## src/rtl/div_clk_5.sv

```systemverilog
// -----------------------------------------------------------------------------
// div_clk_5 -- integer clock divider, clk_5 = f(clk)/DIV_N with 50% duty.
//
// Even ratios come straight from a rising-edge flop. Odd ratios OR that flop
// with a falling-edge copy of itself, which stretches the high phase by half a
// clk period so high and low phases both last DIV_N/2 clk periods.
//
// Parameters:
//   DIV_N        division ratio, integer >= 2 (odd or even)
//
// Ports:
//   clk          system clock (rising edge; falling edge for the odd helper)
//   rst          synchronous, active-high reset
//   clk_5        divided clock, reset value 0
//   clk_5_pulse  one-clk-cycle strobe coincident with each clk_5 rising edge
//                (only present when DIV_CLK_5_PULSE_EN is defined)
//
// Optional feature macro: DIV_CLK_5_PULSE_EN
// -----------------------------------------------------------------------------
module div_clk_5 #(
  parameter int DIV_N = 5
) (
  input  logic clk,
  input  logic rst,
`ifdef DIV_CLK_5_PULSE_EN
  output logic clk_5_pulse,
`endif
  output logic clk_5
);

  localparam int              CW   = (DIV_N > 1) ? $clog2(DIV_N) : 1;
  localparam logic [CW-1:0]   LAST = CW'(DIV_N - 1);
  // Integer division gives DIV_N/2 for even and (DIV_N-1)/2 for odd ratios.
  localparam logic [CW-1:0]   HALF = CW'(DIV_N / 2);
  localparam bit              ODD  = (DIV_N % 2) != 0;

  generate
    if (DIV_N < 2) begin : g_bad_div
      $error("div_clk_5: DIV_N must be >= 2");
    end
  endgenerate

  logic [CW-1:0] cnt;
  logic [CW-1:0] cnt_next;
  logic          p_q;

  always_comb begin
    cnt_next = (cnt == LAST) ? '0 : cnt + CW'(1);
  end

  // Reset parks the counter on its last value so the first released edge
  // lands on cnt=0 and raises clk_5 immediately: deterministic phase.
  always_ff @(posedge clk) begin
    if (rst) begin
      cnt <= LAST;
      p_q <= 1'b0;
    end else begin
      cnt <= cnt_next;
      p_q <= (cnt_next < HALF);
    end
  end

  generate
    if (ODD) begin : g_odd
      logic n_q;

      // Half-cycle delayed copy of p_q; OR-ing it in extends the high phase
      // by half a clk period. Both terms overlap at every p_q transition,
      // so the OR cannot glitch.
      always_ff @(negedge clk) begin
        if (rst) begin
          n_q <= 1'b0;
        end else begin
          n_q <= p_q;
        end
      end

      assign clk_5 = p_q | n_q;
    end else begin : g_even
      assign clk_5 = p_q;
    end
  endgenerate

`ifdef DIV_CLK_5_PULSE_EN
  // Strobe for logic kept in the clk domain: high for the cnt=0 cycle.
  always_ff @(posedge clk) begin
    if (rst) begin
      clk_5_pulse <= 1'b0;
    end else begin
      clk_5_pulse <= (cnt_next == '0);
    end
  end
`endif

endmodule

```

## config.mk

```make
export PLATFORM = sky130hd
export DESIGN_NAME = div_clk_5
export DESIGN_NICKNAME = d
export VERILOG_FILES = /design/src/rtl/div_clk_5.sv
export SDC_FILE = /design/constraint.sdc
export NUM_CORES = 1
export LEC_CHECK = 0
export CAP_MARGIN = 20
export CORE_AREA = 5 5 42 44
export DETAILED_ROUTE_END_ITERATION = 10
export DIE_AREA = 0 0 47 49
export PLACE_DENSITY_LB_ADDON = 0.1
export REMOVE_ABC_BUFFERS = 1
export SETUP_SLACK_MARGIN = 0.4
export SLEW_MARGIN = 20
export SYNTH_ARGS = -nofsm -noshare
export SYNTH_HDL_FRONTEND = slang
export SYNTH_SLANG_ARGS = --single-unit
export TNS_END_PERCENT = 5
```

## constraint.sdc

```tcl
create_clock -name clk -period 1.5 [get_ports clk]
set_input_delay 0.15 -clock clk [delete_from_list [all_inputs] [get_ports clk]]
set_output_delay 0.15 -clock clk [all_outputs]
set_load 0.02 [all_outputs]
```

==> results of run 1 <==
[synthesized netlist by cell type (all sizes together)]
| library cell | number |
|---|---|
| dfxtp | 5 |
| inv | 3 |
| nor2b | 3 |
| ha | 2 |
| a211oi | 1 |
| nor3b | 1 |
| nor4 | 1 |
| or2 | 1 |
| or3 | 1 |
[where the power goes]
group	switching, mW	leakage, nW	internal, mW
sequential	0.0325	0.0424	0.180
clock	0.0540	0.0203	0.104
combinational	0.0786	0.0572	0.117
[state kept, by name, summed over array words and instances, names as in the netlist]
signal and flops:
cnt 3, p_q 1, g_odd.n_q 1
[path summary, 6_finish.rpt]
check | start | to | cells after the start
min reg2reg | cnt[0] | cnt[0] | 1
max reg2reg | p_q | g_odd.n_q | 1
max | g_odd.n_q | clk_5 | 2
min | rst | p_q | 3
[placed cells by master, fill, tap and decap left out]
cell / Yosys / routed
buf_6: 0 / 1
nor2b_1: 3 / 2
nor2b_4: 0 / 1
or3_1: 1 / 1
nor3b_2: 0 / 1
or2_4: 0 / 1
ha_4: 0 / 2
nor4_2: 0 / 1
dfxtp_4: 0 / 1
inv_1: 3 / 2
dfxtp_1: 5 / 3
dfxtp_2: 0 / 1
buf_4: 0 / 1
a211oi_1: 1 / 1
clkbuf_1: 0 / 1
clkbuf_4: 0 / 3
inv_2: 0 / 1
dlygate4sd2_1: 0 / 1
[worst min-delay path, delay by kind of cell]
kind	cells	cell delay (ns)
simple gates	1	0.04
buf+inv	2	0.34
[area by class of cell]
class	count	share of cell area, %
Timing Repair Buffer	3	8.76
Clock buffer	4	8.37
Multi-Input combinational cell	10	39.4
Sequential cell	5	33.5
Clock inverter	1	1.20
Inverter	2	2.39
Tap cell	16	6.37
[cells by family after synthesis]
group / count (synthesis) / share of synthesized area [%]
and+or+nand+nor: 7 / 23.8
DFF: 5 / 53.0
buffers and inverters: 3 / 5.96
adders and majority gates: 2 / 13.2
AOI/OAI and AO/OA: 1 / 3.97
[per-layer routing]
| metal | up-vias | wire length [um] | global-route usage (%) |
|---|---|---|---|
| li1 | 71 | - | - |
| met1 | 70 | 117 | 3.30 |
| met2 | 2 | 201 | 5.43 |
| met3 | 2 | 23 | 5.54 |
| met4 | 0 | 6 | 2.76 |
| met5 | - | 0 | 0 |
[what timing repair did]
item / CTS / global route
pin swaps: 0 / 3
resized for setup: 12 / 7
endpoints found under the hold margin: 0 / 0
endpoints found under the setup margin: 4 / 4
[per-stage QoR]
step | power [mW] | area (um^2)
finish | 0.565 | 314
global route | 0.619 | 314
CTS | 0.531 | 280
detailed placement | 0.339 | 236
global placement | 0.337 | 236
floorplan | 0.288 | 189
==> metrics, run 1 <==
status finished, violations left; failing checks negative setup slack; RSZ-0062 raised after global routing true; Post-CTS Repair Setup Buffers 0; Slew headroom 84.4%; share of cells above drive strength 1 56.0%; WP data arrival 1.67 ns; Max Root-Sink Buffers 2; post-synthesis cell area 189 um^2; DRT Pass-1 Iters 1; peak fanout along the critical path 1; Final #Nets 30; Die Ht 49 um; Max Cap Violations 0; peak supply drop 0.000611 V; Gate Count Post-Synth 18; die area 2300 um^2; post-synth top area share 53.0%; largest net degree at the start of global routing 5; Top-Level Pins 3; # rows 14; DRT iter0 DRCs 0; DR WL/cell 8.54 um; RD Place Congestion 0.669; CP Data Required Time 1.35 ns; placed wire-length estimate 250 um; CP max stage delay 0.28 ns; first-pass GRT wire length 607 um; overall via count from detail_route 145; Diodes inserted 0; gr ovfl total 0; CP endpoint kind output pin; initial core utilization 13.5%; worst path cell trace or2_4 > buf_6; crit-path leading delay family flip-flops; Avg Cell Area, Syn 10.5 um^2; CP max stage cell dfxtp_1; top cells by area, synth dfxtp_1 53%, ha_1 13%, nor2b_1 9.9%; R2R Setup Slk 0.27 ns; CTS Hold Bufs 0; core area 1400 um^2; Hold WS 0.349 ns; register area 105 um^2; number of library cell types mapped by synthesis 9; vias per std cell 3.54; Worst Tran Pin Value 0.233 ns; clock-pin slew on the worst setup and hold paths 0.04 ns; Startpoint Class flop; Setup TNS -0.319 ns; # fillers 164; multi-input logic area 124 um^2; Worst Skew 0.0544 ns; final worst setup slack -0.319 ns; Die Width 47 um; initial antenna violation count 0; PwrDens 1800 nW/um^2; CTS H-tree lvls 1; Final Slew Violations 0; top cell type by total area after synthesis dfxtp_1; Placed Instances 37; CTS tree yes; synth warn 0; # port buffers 2; antenna viol nets, final 0; Root Buffer clkbuf_4; area growth from synthesis to final layout 66.2%; WS Path Type flop to output pin; Hold WC Path Type input pin to flop; Clock Latency Late Sink 0.29 ns; Layout Cells excl Fill 41; CTS buffer count 3; register bit count reported by yosys 5; final WL 350 um; Final Hold Fails 0; vias in the first global route 151; Final setup violation count 1; Util after Layout 22.4%; register area share after synthesis 53.0%; crit path buf inv count 1; clock sink total 5; pre-CTS setup slack -0.470 ns; DR DRC count 0; P_leak 0.120 nW; gr usage total 4.23%
No activity file was read; power rests on OpenSTA's default activity.
==> run 2: changes to the inputs <==
Settings changed: CELL_PAD_IN_SITES_DETAIL_PLACEMENT from default to 2, CELL_PAD_IN_SITES_GLOBAL_PLACEMENT from default to 2.
Clock period 1.5 ns to 1.93 ns, I/O delays scaled along.
==> run 2 against run 1 <==
The flow still finishes with violations (negative setup slack). Flip-flop and latch count unchanged. Worst hold slack gained 0.12 ns. Sequential share of layout area increased by 4.1 points. Critical path depth is the same. Total power shrank 31%. Global-route usage increased by 0.42 points. Critical path type unchanged. Sequential power fell by 29%. First-iteration DRC count increased by 1. Die area did not move.
==> metrics, run 2 (synthesized netlist as in run 1, its figures left out) <==
final WL 379 um (+8.3%); Biggest register cnt; Slew headroom 84.3% (about the same); PwrDens 1460 nW/um^2 (-19%); gr ovfl total 0 (unchanged); Critical Path Start g_odd.n_q; WS Path Type flop to output pin; post-CTS sizing 7 (-5); Int Power 276 uW (-31%); area growth from synthesis to final layout 41.1%; M1 GR Usage 3.74% (+0.44 points); CP endpoint kind output pin; combinational share of power 29.6% (-5.0 points); pre-CTS setup slack -0.319 ns (+0.152 ns); DR WL/cell 9.24 um (+8.3%); WP depth 2 (unchanged); overall via count from detail_route 137 (-5.5%); DRT Pass-1 Iters 4 (+3); crit path buf inv count 1 (unchanged); register area 100 um^2 (-4.8%); Final Hold Fails 0 (unchanged); Max Root-Sink Buffers 2 (unchanged); WP data arrival 1.90 ns (+0.23 ns); CP Data Required Time 1.74 ns (+0.39 ns); Clock Latency Late Sink 0.30 ns (about the same); Max Cap Violations 0 (unchanged); Final setup violation count 1 (unchanged); DRT iter0 DRCs 1 (+1); first-pass GRT wire length 690 um (+14%); initial core utilization 13.5% (unchanged); Total Power 389 uW (-31%); CTS H-tree lvls 1 (unchanged); R2R cell count 1 (unchanged); Post-CTS Repair Setup Buffers 0 (unchanged); # port buffers 2 (unchanged); terminus of the critical flop-to-flop path g_odd.n_q; vias in the first global route 169 (+12%); CTS buffer count 3 (unchanged); Top Usage Layer GRT met2; peak fanout along the critical path 1 (unchanged); RD Place Congestion 0.673 (+0.64%); CTS tree yes; CP max stage cell dfxtp_1; # fillers 172 (+4.9%); initial antenna violation count 0 (unchanged); biggest regs cnt x3, g_odd.n_q x1, p_q x1; commonest non-fill, non-tap cells in the layout 5 x dfxtp_1, 4 x inv_1, 3 x nor2b_1, 3 x clkbuf_4, 2 x ha_1; global routing usage on met2 6.79% (+1.4 points); clock sink total 5 (unchanged); multi-input logic area 80.1 um^2 (-35%); Die Width 47 um (unchanged); Worst Skew 0.0558 ns (+0.00137 ns); placed wire-length estimate 318 um (+27%); P_leak 0.119 nW (-0.62%); Top-Level Pins 3 (unchanged); die area 2300 um^2 (unchanged); switching portion of total power 28.9% (-0.25 points); antenna viol nets, final 0 (unchanged); Largest register FFs 3 (unchanged); status finished, violations left; CP max stage delay 0.29 ns (about the same); largest net degree at the start of global routing 5 (unchanged); vias per std cell 3.34 (-5.5%); RSZ-0062 raised after global routing true; clock-pin slew on the worst setup and hold paths 0.04 ns (about the same); failing checks negative setup slack; final worst setup slack -0.165 ns (+0.154 ns); peak supply drop 0.000398 V (-35%); share of cells above drive strength 1 24.0% (-32 points); GRT met3 Usage 4.80% (-0.74 points); P_sw 113 uW (-32%); CTS Hold Bufs 0 (unchanged); core area 1400 um^2 (unchanged); crit-path leading delay family flip-flops; R2R Setup Slk 0.50 ns (+0.23 ns); gr usage total 4.65% (+0.42 points); Worst Tran Pin Value 0.235 ns (+0.00204 ns); Startpoint Class flop; commonest non-fill, non-tap cell in the layout dfxtp_1; Final #Nets 30 (unchanged); DR DRC count 0 (unchanged); crit path to clk_5; r2r startpoint p_q; Root Buffer clkbuf_4; clock network fraction of total power 31.5% (+3.6 points); Hold WC Path Type flop to flop; Setup TNS -0.165 ns (+0.154 ns); Diodes inserted 0 (unchanged); # rows 14 (unchanged); Final Slew Violations 0 (unchanged); Die Ht 49 um (unchanged); Seq pwr share 38.9% (+1.4 points); worst path cell trace or2_4 > buf_6
## run 2: cell count changes in the layout (fill, tap and decap cells not counted), sizes merged
cell	previous run	this run
clkbuf	4	3
clkdlybuf4s50	0	1
dlygate4sd2	1	0
inv	3	4
## run 2: metrics by stage
stage | instance area [um^2] | cells | hold slack, ns | utilization, %
2_1_floorplan | 189 | 18 | 0.265 | -
3_3_place_gp | 236 | 37 | 0.447 | 16.9
3_5_place_dp | 236 | 37 | 0.471 | 16.9
4_1_cts | 267 | 41 | 0.478 | 19.0
5_1_grt | 267 | 41 | 0.509 | 19.0
6_report | 267 | 41 | 0.468 | 19.0
## run 2: how the worst min path moves through the flow
stage,start,end,cells past startpoint
final,cnt[2],cnt[0],1
after global routing,cnt[2],cnt[0],1
after CTS,cnt[2],cnt[0],1
after detailed placement,cnt[0],cnt[0],1
after global placement,cnt[0],cnt[0],1
after floorplan,rst,cnt[1],1
## run 2: power by group through the flow
| stage | combinational (mW) | clock [mW] | sequential [mW] |
|---|---|---|---|
| after global placement | 0.106 | 0.00648 | 0.151 |
| after floorplan | 0.0700 | 0.00648 | 0.147 |
| final | 0.115 | 0.122 | 0.151 |
| after CTS | 0.118 | 0.131 | 0.152 |
| after global routing | 0.129 | 0.139 | 0.157 |
| after detailed placement | 0.108 | 0.00648 | 0.153 |
## run 2: area by class of cell
| cell class | count | share of cell area (%) |
|---|---|---|
| flip-flops and latches | 5 | 37.6 |
| multi-input cells | 10 | 30.0 |
| inverters | 2 | 2.82 |
| clock buffers | 3 | 8.45 |
| well taps | 16 | 7.51 |
| clock inverters | 2 | 2.82 |
| repair buffers | 3 | 10.8 |
## run 2: layer usage
metal  share of wire (%)  vias to the layer above
met2                  53                        3
met3                 8.4                        0
met1                  38                       63
li1                    -                       71
met5                   0                        -
met4                   0                        0
